File: config.mk
export PLATFORM = sky130hd
export DESIGN_NAME = tx_pkt_arbiter_hcp
export DESIGN_NICKNAME = d
export VERILOG_FILES = /design/src/rtl/hcp_tx_pkg.sv /design/src/rtl/tx_arb_select_hcp.sv /design/src/rtl/tx_pkt_arbiter_hcp.sv
export SDC_FILE = /design/constraint.sdc
export NUM_CORES = 1
export LEC_CHECK = 0
export BUFFER_PORTS_ARGS = -buffer_cell sky130_fd_sc_hd__buf_2
export CORE_ASPECT_RATIO = 1.2
export CORE_MARGIN = 2
export CORE_UTILIZATION = 51
export DETAILED_ROUTE_END_ITERATION = 10
export GPL_TIMING_DRIVEN = 0
export PLACE_DENSITY = 0.88
export SYNTH_ARGS = -nofsm -noshare
export SYNTH_HDL_FRONTEND = slang
export SYNTH_SLANG_ARGS = --single-unit
File: constraint.sdc
create_clock -name i_clk -period 2.19 [get_ports i_clk]
set_input_delay 0.438 -clock i_clk [delete_from_list [all_inputs] [get_ports i_clk]]
set_output_delay 0.438 -clock i_clk [all_outputs]
set_load 0.01 [all_outputs]
File: src/rtl/hcp_tx_pkg.sv
// Shared constants for the HCP transmit arbiter: state encoding, Ethernet
// framing defaults, counter width and a saturating-increment helper.
package hcp_tx_pkg;

    typedef logic [1:0] state_t;

    localparam state_t IDLE_S = 2'd0;
    localparam state_t XMIT_S = 2'd1;
    localparam state_t DROP_S = 2'd2;
    localparam state_t IFG_S  = 2'd3;

    localparam int ETH_MAX_FRAME = 1522;
    localparam int ETH_IFG       = 12;
    localparam int CNT_W         = 11;

    function automatic logic [15:0] sat_inc16(input logic [15:0] v);
        if (v == 16'hFFFF) begin
            sat_inc16 = v;
        end else begin
            sat_inc16 = v + 16'd1;
        end
    endfunction

endpackage

File: src/rtl/tx_arb_select_hcp.sv
// Arbitration decision between the two requesters. TX_ARB_RR_EN selects
// round-robin; otherwise port 0 has strict priority.
module tx_arb_select_hcp (
    input  logic       i_clk,
    input  logic       i_rst_n,
    input  logic       i_en,
    input  logic       i_req0,
    input  logic       i_req1,
    output logic [1:0] ov_grant
);

`ifdef TX_ARB_RR_EN
    logic ptr_r;

    // Tie goes to the port indicated by the pointer
    always_comb begin
        ov_grant = 2'b00;
        if (i_req0 && i_req1) begin
            if (ptr_r) begin
                ov_grant = 2'b10;
            end else begin
                ov_grant = 2'b01;
            end
        end else if (i_req0) begin
            ov_grant = 2'b01;
        end else if (i_req1) begin
            ov_grant = 2'b10;
        end else begin
            ov_grant = 2'b00;
        end
    end

    // Pointer moves to the other port whenever a grant is issued
    always_ff @(posedge i_clk or negedge i_rst_n) begin
        if (!i_rst_n) begin
            ptr_r <= 1'b0;
        end else if (i_en && (i_req0 || i_req1)) begin
            ptr_r <= ov_grant[0];
        end else begin
            ptr_r <= ptr_r;
        end
    end
`else
    logic unused_s;
    assign unused_s = i_clk ^ i_rst_n ^ i_en;

    // Port 0 always wins a simultaneous request
    always_comb begin
        ov_grant = 2'b00;
        if (i_req0) begin
            ov_grant = 2'b01;
        end else if (i_req1) begin
            ov_grant = 2'b10;
        end else begin
            ov_grant = 2'b00;
        end
    end
`endif

endmodule

File: src/rtl/tx_pkt_arbiter_hcp.sv
// Packet arbiter feeding the HCP TX CDC FIFO: byte mux, IFG enforcement,
// oversize truncation and overflow counting. Policy macro: TX_ARB_RR_EN.
module tx_pkt_arbiter_hcp
    import hcp_tx_pkg::*;
#(
    parameter int IFG_CYCLES    = ETH_IFG,
    parameter int MAX_PKT_BYTES = ETH_MAX_FRAME
) (
    input  logic        i_clk,
    input  logic        i_rst_n,
    input  logic        i_req0,
    input  logic        i_req1,
    output logic        o_grant0,
    output logic        o_grant1,
    input  logic [7:0]  iv_data0,
    input  logic [7:0]  iv_data1,
    input  logic        i_data_wr0,
    input  logic        i_data_wr1,
    input  logic        i_last0,
    input  logic        i_last1,
    output logic [7:0]  ov_pkt_data,
    output logic        o_pkt_data_wr,
    input  logic        i_fifo_overflow_pulse,
    output logic [15:0] ov_overflow_cnt,
    output logic        o_pkt_err_pulse,
    output logic        o_busy
);

    localparam logic [CNT_W-1:0] MAX_C    = CNT_W'(MAX_PKT_BYTES);
    localparam logic [15:0]      IFG_LAST = 16'(IFG_CYCLES - 1);

    state_t             state_r, state_s;
    logic [CNT_W-1:0]   cnt_r, cnt_s, cnt_inc_s;
    logic [15:0]        ifg_r, ifg_s;
    logic               grant0_r, grant0_s, grant1_r, grant1_s;
    logic [7:0]         data_r, data_s;
    logic               wr_r, wr_s, err_r, err_s, busy_r;
    logic [15:0]        ovf_r;
    logic [1:0]         pick_s;
    logic               sel_req_s, sel_wr_s, sel_last_s;
    logic [7:0]         sel_data_s;

    tx_arb_select_hcp u_select (
        .i_clk    (i_clk),
        .i_rst_n  (i_rst_n),
        .i_en     (state_r == IDLE_S),
        .i_req0   (i_req0),
        .i_req1   (i_req1),
        .ov_grant (pick_s)
    );

    // Only the granted requester's signals reach the FSM
    assign sel_req_s  = grant1_r ? i_req1     : i_req0;
    assign sel_wr_s   = grant1_r ? i_data_wr1 : i_data_wr0;
    assign sel_last_s = grant1_r ? i_last1    : i_last0;
    assign sel_data_s = grant1_r ? iv_data1   : iv_data0;
    assign cnt_inc_s  = cnt_r + 11'd1;

    // Next-state, grant and output-byte decisions
    always_comb begin
        state_s  = state_r;
        cnt_s    = cnt_r;
        ifg_s    = ifg_r;
        grant0_s = grant0_r;
        grant1_s = grant1_r;
        data_s   = data_r;
        wr_s     = 1'b0;
        err_s    = 1'b0;
        case (state_r)
            IDLE_S: begin
                if (i_req0 || i_req1) begin
                    grant0_s = pick_s[0];
                    grant1_s = pick_s[1];
                    cnt_s    = {CNT_W{1'b0}};
                    state_s  = XMIT_S;
                end else begin
                    grant0_s = 1'b0;
                    grant1_s = 1'b0;
                end
            end
            XMIT_S: begin
                if (sel_wr_s) begin
                    wr_s   = 1'b1;
                    data_s = sel_data_s;
                    cnt_s  = cnt_inc_s;
                end else begin
                    wr_s = 1'b0;
                end
                if (sel_wr_s && sel_last_s) begin
                    grant0_s = 1'b0;
                    grant1_s = 1'b0;
                    ifg_s    = 16'd0;
                    state_s  = IFG_S;
                end else if (sel_wr_s && (cnt_inc_s == MAX_C)) begin
                    // Oversize: keep the grant so the requester can drain
                    err_s   = 1'b1;
                    state_s = DROP_S;
                end else if (!sel_req_s) begin
                    grant0_s = 1'b0;
                    grant1_s = 1'b0;
                    err_s    = 1'b1;
                    ifg_s    = 16'd0;
                    state_s  = IFG_S;
                end else begin
                    state_s = XMIT_S;
                end
            end
            DROP_S: begin
                if ((sel_wr_s && sel_last_s) || !sel_req_s) begin
                    grant0_s = 1'b0;
                    grant1_s = 1'b0;
                    ifg_s    = 16'd0;
                    state_s  = IFG_S;
                end else begin
                    state_s = DROP_S;
                end
            end
            IFG_S: begin
                if (ifg_r == IFG_LAST) begin
                    state_s = IDLE_S;
                end else begin
                    ifg_s = ifg_r + 16'd1;
                end
            end
            default: begin
                state_s  = IDLE_S;
                grant0_s = 1'b0;
                grant1_s = 1'b0;
            end
        endcase
    end

    // FSM, counters and registered outputs
    always_ff @(posedge i_clk or negedge i_rst_n) begin
        if (!i_rst_n) begin
            state_r  <= IDLE_S;
            cnt_r    <= {CNT_W{1'b0}};
            ifg_r    <= 16'd0;
            grant0_r <= 1'b0;
            grant1_r <= 1'b0;
            data_r   <= 8'd0;
            wr_r     <= 1'b0;
            err_r    <= 1'b0;
            busy_r   <= 1'b0;
        end else begin
            state_r  <= state_s;
            cnt_r    <= cnt_s;
            ifg_r    <= ifg_s;
            grant0_r <= grant0_s;
            grant1_r <= grant1_s;
            data_r   <= data_s;
            wr_r     <= wr_s;
            err_r    <= err_s;
            busy_r   <= (state_s != IDLE_S);
        end
    end

    // Overflow event counter, independent of arbitration
    always_ff @(posedge i_clk or negedge i_rst_n) begin
        if (!i_rst_n) begin
            ovf_r <= 16'd0;
        end else if (i_fifo_overflow_pulse) begin
            ovf_r <= sat_inc16(ovf_r);
        end else begin
            ovf_r <= ovf_r;
        end
    end

    assign o_grant0        = grant0_r;
    assign o_grant1        = grant1_r;
    assign ov_pkt_data     = data_r;
    assign o_pkt_data_wr   = wr_r;
    assign o_pkt_err_pulse = err_r;
    assign o_busy          = busy_r;
    assign ov_overflow_cnt = ovf_r;

endmodule

; After elaboration in Yosys (flattened, before gate mapping)
; Index checks and enable logic that the tools add are counted.
[op_classes]
n_addsub = 3
n_eq_ne = 12
n_mux = 36
n_bitwise = 1
n_reduce_logical = 15
[op_table]
columns = cell, n
row1 = 16-bit 2-to-1 mux, 5
row2 = 16-bit case mux with 3 select lines, 1
row3 = "16-bit by 1-bit adder with 16-bit output, second input constant", 2
row4 = 11-bit 2-to-1 mux, 2
row5 = 11-bit case mux with 2 select lines, 1
row6 = "16-bit == test, second input constant", 1
row7 = "16-bit by 4-bit == test with 1-bit output, second input constant", 1
row8 = 1-bit 2-to-1 mux, 16
row9 = 2-bit 2-to-1 mux, 7
row10 = "11-bit by 1-bit adder with 11-bit output, second input constant", 1
row11 = "11-bit == test, second input constant", 1
row12 = 8-bit 2-to-1 mux, 1
row13 = "2-bit inequality test, second input constant", 4
row14 = 2-bit case mux with 4 select lines, 1
row15 = "3-bit inequality test, second input constant", 2
row16 = 1-bit case mux with 3 select lines, 2
row17 = 3-bit nonzero test, 2
row18 = 5-bit AND reduction, 1
row19 = "2-bit == test, second input constant", 2
row20 = 2-bit AND reduction, 2
row21 = 4-bit AND reduction, 1
row22 = 2-bit nonzero test, 2
row23 = 3-bit AND reduction, 1
row24 = "2-bit by 1-bit == test with 1-bit output, second input constant", 1
row25 = 5 further kinds, 7
[word_totals]
reg_bits = 58
input_bits = 25
out_inout_bits = 29
word_cells = 77

; Longest topological paths before layout
[depth]
depth_word = 7
depth_mapped = 10
mapped_depth_nobuf = 7

; Hierarchy
; A second synthesis with hierarchy kept.
[hier_totals]
cells_unflattened = 344
area_unflattened_um2 = 3198.1
[modules_own_cells]
columns = module, n_inst, cells_each, area_per_inst_um2, seq_area_each_um2
row1 = tx_pkt_arbiter_hcp, 1, 342, 3176.8, 1451.4
row2 = tx_arb_select_hcp, 1, 2, 21.3, 0.0

; Worst setup path after synthesis
; Ideal clock, no wire load.
[synth_path]
path_kind = register to register
from = register cnt_r[0]
to = register ifg_r[10]
setup_time_ns = 0.122
t_arrival_ns = 2.157
required_ns = 2.068
path_slack_ns = -0.089
path_stages_with_launch = 9
path_buffers = 1
period_less_slack_ns = 2.279
cell_sequence = dfrtp_1 ha_1 or3b_1 a21oi_2 o211a_4 a31oi_4 o21a_1 buf_6 a32o_1
[synth_between]
elab_chain_len = 5
[synth_lines]
columns = element, line
row1 = "start, declared", tx_pkt_arbiter_hcp.sv:33  ; logic [CNT_W-1:0] cnt_r, cnt_s, cnt_inc_s;
row2 = "start signal, assigned", tx_pkt_arbiter_hcp.sv:137  ; cnt_r <= {CNT_W{1'b0}};
row3 = "start signal, assigned", tx_pkt_arbiter_hcp.sv:147  ; cnt_r <= cnt_s;
row4 = 11-bit by 1-bit adder with 11-bit output, tx_pkt_arbiter_hcp.sv:57  ; assign cnt_inc_s = cnt_r + 11'd1;
row5 = 11-bit == test, tx_pkt_arbiter_hcp.sv:94  ; end else if (sel_wr_s && (cnt_inc_s == MAX_C)) begin
row6 = 1-bit logical AND, tx_pkt_arbiter_hcp.sv:94
row7 = 3-bit inequality test (no line), -
row8 = 5-bit AND reduction (no line), -
row9 = "end signal, assigned", tx_pkt_arbiter_hcp.sv:148  ; ifg_r <= ifg_s;
row10 = "end, declared", tx_pkt_arbiter_hcp.sv:34  ; logic [15:0] ifg_r, ifg_s;
; No other way between the ends.
; A chain may end at the register's enable or synchronous reset.

; Worst setup path after layout
; Same ends and word-level chain as after synthesis.

==> results.cfg <==
[synth]
syn_area_sq_um = 3262
synth-seq-area-share = 0.4450
syn_avg_cell_area_sq_um = 9.622
synth_edf_count = 0
ys_seq_elements = 58
synthArstFlopShare = 1.000
synth_top_area_frac = 0.4450
yosysTopAreaCell = dfrtp_1
ys_warn_count = 0
synth_cells = 339
synth.distinct_cells = 55
synth_nets = 373
synthTopCellsByArea = dfrtp_1 44%, nand2_1 5.1%, o21ai_0 4.4%
synthFlopType = dfrtp_1

[floorplanning]
start_util = 0.5323
die_h_um = 91.61
placement_rows = 31
fp.dieW_um = 77.01
coreArea_sq_um = 6128
die-area_sq_um = 7054
pin_count = 54

[timing]
setup-violations-final = 10
fin_ws_ps = -99.75
holdWs_ps = 154.9
tightest_slew_ps = 720.0
rsz0062_at_grt = true
fin_skew_ps = 7.599
fmax_mhz = 436.7
period_share = 1.046
finalHoldViolations = 0
min_period_ps = 2290
fin_tns_setup_ps = -831.3
slew_violations = 0
relSlewSlack = 0.5200

[clocking]
hold_buffers = 0
cts.clk_slew.worst_paths_ps = 70
cts-root-buf = clkbuf_8
tritoncts = yes
clock_latency_ps = 340
cts_buffers = 9
htree_levels = 3
cts_buffer_depth = 2
clock_sink_count = 58

[critical_path]
max_stage_delay_ps = 460
rr_worst_depth = 9
slowest_stage = dfrtp_2
startpoint_type = register
cp-startpoint = cnt_r[0]$_DFFE_PN0P_
cp_max_fo = 6
worst-setup-path-type = reg2reg
crit_chain = ha_4 > buf_4 > a21boi_0 > o21ai_2 > mux2i_4 > a31oi_4 > o21a_4 > buf_6 > a32o_1
critPathArrivalTime_ps = 2520
endpoint_kind = register
required_ps = 2420
r2r-start = cnt_r[0]$_DFFE_PN0P_
regToRegSetupSlack_ps = -100
rr_endpoint = ifg_r[10]$_DFFE_PN0P_

[power_and_ir_drop]
cellPowerDensity_nw_per_um2 = 1150
ir_drop_mv = 0.7256
p_leak_uw = 0.001843

[placement]
io_buffer_count = 53
dpl.cell_count = 474
dp_slack_ps = -326.2
place_hpwl_mm = 5.454
place.gp.congestion = 0.9291

[drt]
drc = 0
wl_per_cell_um = 17.53
antenna_left = 0
vias_per_cell = 6.150
via_count = 3069
drt_iter0_drc = 387
drtPass1Iterations = 5
drt_wl_total_mm = 8.747

[flow_run]
drv_cap = 0

[grt]
grt_pass1_vias = 2977
grtUsageTotal = 0.2411
grt_max_degree = 59
grt_pass1_wl_mm = 13.70
grt_overflow = 0
antenna_found_initial = 0

[cells_and_area]
finalNetCount = 447
mostFrequentLayoutCells = 56 x buf_2, 56 x dfrtp_1, 44 x nand2_1, 26 x o21ai_0, 15 x nor2_1
finalNonFillerCells = 499
area_delta_synth_final_pct = 25.59
final_util = 0.6684
final_layout_size_suffix_gt1_frac = 0.2878
n_antenna_cell = 0

[status]
violations = negative setup slack
status = complete, but fails checks

[min_path]
hp-class = in2async
==> timing repair <==
action                                  4_1_cts  5_1_grt
cloned                                        0        1
resized for setup                            16       22
endpoints found under the setup margin       29       28
pin swaps                                     6        5
setup buffers                                 8        5
==> cell type report <==
class	instances	area, sq um
Clock inverter	5	78.83
Tap cell	82	102.6
Sequential cell	58	1454
Inverter	8	30.03
Fill cell	460	2032
Buffer	11	62.56
Multi-Input combinational cell	258	1851
Timing Repair Buffer	67	380.4
Clock buffer	10	137.6
==> logic make-up (layout without fill, tap and decap cells) <==
| family | count (synthesis) | after routing | share of synthesized area |
|---|---|---|---|
| and+or+nand+nor | 130 | 130 | 0.2060 |
| AOI/OAI and AO/OA | 87 | 87 | 0.1922 |
| DFF | 58 | 58 | 0.4450 |
| buffers and inverters | 23 | 101 | 0.03030 |
| xor gates and xnor gates | 18 | 18 | 0.04833 |
| muxes | 14 | 14 | 0.04373 |
| adders and majority gates | 9 | 9 | 0.03452 |
==> metrics by stage <==
step                      power (uW)  instance area [sq um]
after floorplan                 2723                   3276
after global placement          3224                   3643
after detailed placement        3306                   3643
after CTS                       4499                   3959
after global routing            4984                   4096
final                           4709                   4096
==> sequential cells by signal, indices dropped and copies added (netlist names) <==
name,cells
ov_pkt_data,8
cnt_r,11
o_busy,1
ov_overflow_cnt,16
o_pkt_err_pulse,1
state_r,2
o_grant0,1
o_grant1,1
ifg_r,16
o_pkt_data_wr,1
==> critical path: cells and delay by family, from the launching register on <==
family	cells	cell delay, ps
flip-flops	1	460
buffers and inverters	2	270
adder cells (fa/ha/maj)	1	200
multiplexers	1	220
AO/OA/AOI/OAI	5	1020
==> Yosys cell counts (7+ instances only) <==
cell type,count
dfrtp_1,58
nand2_1,44
o21ai_0,29
nor2_1,15
mux2i_1,12
nand3_1,12
nand4_1,11
xnor2_1,11
o211ai_1,10
a32o_1,9
ha_1,9
clkbuf_1,8
inv_1,8
nand2b_1,8
nor3_1,8
xor2_1,7
==> worst max path at each step <==
| stage | end | slack, ps | cells past startpoint |
|---|---|---|---|
| 3_3_place_gp | ifg_r[10]$_DFFE_PN0P_ | -270 | 7 |
| 3_5_place_dp | ifg_r[10]$_DFFE_PN0P_ | -330 | 7 |
| 5_1_grt | ifg_r[8]$_DFFE_PN0P_ | -170 | 9 |
| 4_1_cts | ifg_r[10]$_DFFE_PN0P_ | -30 | 8 |
| 2_1_floorplan | ifg_r[10]$_DFFE_PN0P_ | 10 | 8 |
| 6_report | ifg_r[10]$_DFFE_PN0P_ | -100 | 9 |
==> where the power goes <==
group	leakage, uW	switching, uW	internal (uW)
clock	0.000112	445	663
sequential	0.000772	204	1290
combinational	0.000959	1240	864
total	0.00184	1890	2820
==> metal layers <==
layer,wire length (um),track usage
met5,0,0
met4,331,0.1146
met3,531,0.05567
met2,4376,0.3918
met1,3507,0.3045
Power figures use the tool's default switching activity.
